**config.mk**
```make
export PLATFORM = sky130hd
export DESIGN_NAME = regfile_dump_reader
export DESIGN_NICKNAME = d
export VERILOG_FILES = /design/src/rtl/regfile_dump_reader.sv
export SDC_FILE = /design/constraint.sdc
export NUM_CORES = 1
export LEC_CHECK = 0
export CAP_MARGIN = 20
export CORE_MARGIN = 2
export CORE_UTILIZATION = 48
export DETAILED_ROUTE_END_ITERATION = 8
export MAX_ROUTING_LAYER = met4
export PLACE_DENSITY = 0.84
export SLEW_MARGIN = 20
export SYNTH_ARGS = -nofsm -noshare
export SYNTH_HDL_FRONTEND = slang
export SYNTH_SLANG_ARGS = --single-unit
```
**constraint.sdc**
```tcl
create_clock -name clk -period 3.15 [get_ports clk]
set_input_delay 0.315 -clock clk [delete_from_list [all_inputs] [get_ports clk]]
set_output_delay 0.315 -clock clk [all_outputs]
set_load 0.01 [all_outputs]
```
**src/rtl/regfile_dump_reader.sv**
```systemverilog
// Read-side dump sequencer for the 32x32 register file: walks an index range on
// the asynchronous read port and streams (index, data) beats over valid/ready.
module regfile_dump_reader #(
    parameter int ADDR_W   = 5,
    parameter int DATA_W   = 32,
    parameter int NUM_REGS = 32
) (
    input  logic              clk,
    input  logic              rst,
    input  logic              start,
    input  logic [ADDR_W-1:0] first_reg,
    input  logic [ADDR_W-1:0] last_reg,
    input  logic              abort,
    output logic [ADDR_W-1:0] rd_addr,
    input  logic [DATA_W-1:0] rd_data,
    output logic              out_valid,
    input  logic              out_ready,
    output logic [ADDR_W-1:0] out_index,
    output logic [DATA_W-1:0] out_data,
    output logic              busy,
    output logic              done
);

    typedef enum logic [1:0] {
        IDLE = 2'd0,
        READ = 2'd1,
        SEND = 2'd2,
        DONE = 2'd3
    } state_t;

    state_t            state;
    logic [ADDR_W-1:0] cur;
    logic [ADDR_W-1:0] end_idx;

    // Index advance wraps modulo NUM_REGS even when NUM_REGS is not a power of two.
    function automatic logic [ADDR_W-1:0] next_index(input logic [ADDR_W-1:0] idx);
        logic [ADDR_W-1:0] nxt;
        if (idx == ADDR_W'(NUM_REGS - 1)) begin
            nxt = '0;
        end else begin
            nxt = idx + ADDR_W'(1);
        end
        return nxt;
    endfunction

    // Dump sequencer: state, range bookkeeping and all registered outputs.
    always_ff @(posedge clk or posedge rst) begin
        if (rst) begin
            state     <= IDLE;
            cur       <= '0;
            end_idx   <= '0;
            rd_addr   <= '0;
            out_valid <= 1'b0;
            out_index <= '0;
            out_data  <= '0;
            busy      <= 1'b0;
            done      <= 1'b0;
        end else if (abort && (state != IDLE)) begin
            // A handshake in this same cycle has already been seen by the consumer.
            state     <= IDLE;
            rd_addr   <= '0;
            out_valid <= 1'b0;
            busy      <= 1'b0;
            done      <= 1'b0;
        end else begin
            case (state)
                IDLE: begin
                    out_valid <= 1'b0;
                    done      <= 1'b0;
                    if (start) begin
                        cur     <= first_reg;
                        end_idx <= last_reg;
                        rd_addr <= first_reg;
                        busy    <= 1'b1;
                        state   <= READ;
                    end else begin
                        rd_addr <= '0;
                        busy    <= 1'b0;
                    end
                end
                READ: begin
                    // rd_data reflects the file before this edge, so a same-edge write is not seen.
                    out_data  <= rd_data;
                    out_index <= cur;
                    out_valid <= 1'b1;
                    state     <= SEND;
                end
                SEND: begin
                    if (out_valid && out_ready) begin
                        out_valid <= 1'b0;
                        if (cur == end_idx) begin
                            done  <= 1'b1;
                            state <= DONE;
                        end else begin
                            cur     <= next_index(cur);
                            rd_addr <= next_index(cur);
                            state   <= READ;
                        end
                    end else begin
                        out_valid <= 1'b1;
                    end
                end
                DONE: begin
                    done    <= 1'b0;
                    busy    <= 1'b0;
                    rd_addr <= '0;
                    state   <= IDLE;
                end
                default: begin
                    state     <= IDLE;
                    rd_addr   <= '0;
                    out_valid <= 1'b0;
                    busy      <= 1'b0;
                    done      <= 1'b0;
                end
            endcase
        end
    end

endmodule

```
==> metrics.cfg <==
[placed_design]
post-place-ws_ns=0.852
dpl.hpwl_microns=4170
place.port_buffers=91
place.gp.congestion=0.830

[yosys]
synthesis.instances=198
postSynthNetCount=251
netlist_area_sq_um=2570
syn-mean-instance-area_sq_um=13.0
yosys_warnings=0
synth.top_cell.area_share_pct=55.4
seq_cells_post_synth=57
synth_largest_area_cell=sky130_fd_sc_hd__dfrtp_1
synth.area.top_cells=sky130_fd_sc_hd__dfrtp_1, sky130_fd_sc_hd__mux2_2, sky130_fd_sc_hd__ha_1
ys.flop_type=sky130_fd_sc_hd__dfrtp_1
asyncSetResetFlopFracSynth_pct=100
synth-edff-count=0
seq_area_frac_synth_pct=55.4
ys_types=37

[power]
power_leakage_nw=1.60
total_power_divided_by_cell_area_nw_per_um2=1000
worst_vdd_drop_v=0.000595

[die]
dieHeight_microns=77.2
rows=26
die-width_microns=77.2
fp.dieArea_sq_um=5970
floorplan.io_pins=92
core_sq_um=5140
initial_core_util_pct=50.1

[clock_tree]
clock_tree.htree_level_count=3
cts_inserted_buffers=9
insertion_delay_ns=0.33
cts.sink_count=57
cts_setup_buffers=0
clk_pin_slew_ns=0.06
post_cts.resized_instances=0
max-clock-path-buffers=2
cts_hold_repair.buffers=0
cts_tree=built
cts_root_buffer=sky130_fd_sc_hd__clkbuf_8

[timing]
fin_crit_sh_pct=74.2
totalNegativeSetupSlack_ns=0
max_slew_headroom_pct=69.0
setup_viol_count_final=0
max_clock_freq_mhz=428
post-route-worst-setup-slack_ns=0.814
hold_violations=0
worst-slew-pin-transition_ns=0.464
final_number_of_max_transition_violations=0
final.min_clock_period_ns=2.34
finalClockSkew_ns=0.0109
grt_setup_unrepaired=no

[detailed_routing]
wl_microns=5740
detail_route.drc_violations=0
antenna_left=0
first_iter_violations=83
firstDrtPassIters=4
route.detailed.vias_per_inst=5.10
wire_per_inst_microns=15.4
vias=1899

[global_route]
number_of_antenna_violations_at_the_first_check_in_global_routing=0
number_of_global_route_vias_before_repair=1996
grt_first_pass_wirelength_microns=9670
grt_overflow=0
grt_usage_pct=21.7
grt_max_degree=38

[critical_path]
crit_path_max_fanout=37
worstPathRequired_ns=3.36
critical_path_class=register to register
crit_arrival_ns=2.55
worst_setup_path_end_kind=register
worst_setup_path_start_kind=register
timing.critical_path.from=state[1]
reg2reg_from=state[1]

[layout]
fillerInstances=386
insertedDiodeCount=0
ff_latch_area_sq_um=1430
final_layout_size_suffix_gt1_share_pct=23.8
multi_input_area_sq_um=1100
layout.nets=350
areaGrowthSynthToFinish_pct=46.6

[outcome]
status=finished clean

[job]
max_cap_violations=0

[hold_path]
holdCritPathClass=input port to asynchronous set/reset pin

## worst max-delay path: stages (launching register included)
cell                      delay [ns]
sky130_fd_sc_hd__dfrtp_1        0.47
sky130_fd_sc_hd__inv_1          0.10
sky130_fd_sc_hd__ha_1           0.27
sky130_fd_sc_hd__inv_1          0.10
sky130_fd_sc_hd__nand2_1        0.28
sky130_fd_sc_hd__nand2_2        0.16
sky130_fd_sc_hd__buf_4          0.41
sky130_fd_sc_hd__mux2_2         0.40
## cells in the final DEF, fill, tap and decap left out, types with 2 or more instances in the layout
cell	count
sky130_fd_sc_hd__a21oi_1	2
sky130_fd_sc_hd__or3b_1	2
sky130_fd_sc_hd__nor2_1	3
sky130_fd_sc_hd__mux2i_1	5
sky130_fd_sc_hd__dfrtp_1	57
sky130_fd_sc_hd__o31a_1	2
sky130_fd_sc_hd__clkbuf_8	11
sky130_fd_sc_hd__o22ai_1	2
sky130_fd_sc_hd__o21ai_0	6
sky130_fd_sc_hd__clkdlybuf4s50_1	91
sky130_fd_sc_hd__ha_1	6
sky130_fd_sc_hd__xnor2_1	6
sky130_fd_sc_hd__o21ai_2	2
sky130_fd_sc_hd__buf_4	3
sky130_fd_sc_hd__nand2_1	18
sky130_fd_sc_hd__inv_1	5
sky130_fd_sc_hd__nand2b_1	7
sky130_fd_sc_hd__mux2_2	46
sky130_fd_sc_hd__nor3_1	3
## state kept, by name, summed over array words and instances, names as in the netlist
name,count
out_valid,1
end_idx,5
busy,1
done,1
state,2
cur,5
out_index,5
rd_addr,5
out_data,32
## Yosys cell counts, types with 2 or more instances
library cell	count
sky130_fd_sc_hd__o31a_1	2
sky130_fd_sc_hd__buf_2	4
sky130_fd_sc_hd__nor3_1	3
sky130_fd_sc_hd__a21oi_1	2
sky130_fd_sc_hd__o22ai_1	2
sky130_fd_sc_hd__ha_1	6
sky130_fd_sc_hd__inv_1	6
sky130_fd_sc_hd__nand2b_1	7
sky130_fd_sc_hd__o21ai_0	6
sky130_fd_sc_hd__dfrtp_1	57
sky130_fd_sc_hd__or3b_1	2
sky130_fd_sc_hd__mux2i_1	5
sky130_fd_sc_hd__mux2_2	46
sky130_fd_sc_hd__nor2_1	3
sky130_fd_sc_hd__xnor2_1	6
sky130_fd_sc_hd__nand2_1	18
sky130_fd_sc_hd__clkbuf_1	2
sky130_fd_sc_hd__o21ai_2	2
## where the power goes
group	switching, mW	internal (mW)
logic	0.724	1.06
clock network	0.285	0.408
registers	0.233	1.09
## worst paths after layout
kind	cells after the start	to	slack, ns
min in group clk	1	out_index[4]	0.50
max	7	out_index[2]	0.81
max reg2reg	7	out_index[2]	0.81
min	2	out_data[25]	0.30
max in group asynchronous	3	out_index[0]	2.25
min reg2reg	1	out_index[4]	0.50
## metrics by stage
step / utilization [%] / hold WS (ns) / total power, mW / std cells / cell area, sq um
3_5_place_dp: 69.4 / 0.493 / 3.12 / 356 / 3570
4_1_cts: 73.4 / 0.309 / 3.84 / 372 / 3770
6_report: 73.4 / 0.305 / 3.79 / 372 / 3770
5_1_grt: 73.4 / 0.326 / 4.04 / 372 / 3770
3_3_place_gp: 69.4 / 0.486 / 3.06 / 356 / 3570
2_1_floorplan: - / 0.466 / 2.31 / 198 / 2570
## cell families (layout without fill, tap and decap cells)
group	Yosys count	after routing	synth area share (%)
flops	57	57	55.4
mux	51	51	22.1
simple gates	40	40	8.11
compound gates	26	26	7.53
buf+inv	12	116	1.94
fa+ha+maj	6	6	2.92
xor+xnor	6	6	2.04
## metal layers
layer | vias to the layer above | global-route usage [%] | wire length, microns
li1 | 915 | - | -
met1 | 904 | 26.8 | 2440
met2 | 63 | 32.6 | 2850
met3 | 17 | 6.35 | 260
met4 | 0 | 11.1 | 180
met5 | - | - | 0
## cell type report
class	count	area share, %
multi-input combinational	129	29.1
tap	70	2.32
timing repair buffer	94	24.7
inverter	6	0.597
clock inverter	4	1.36
clock buffer	12	4.11
sequential	57	37.8
No activity file was read; power rests on OpenSTA's default activity.
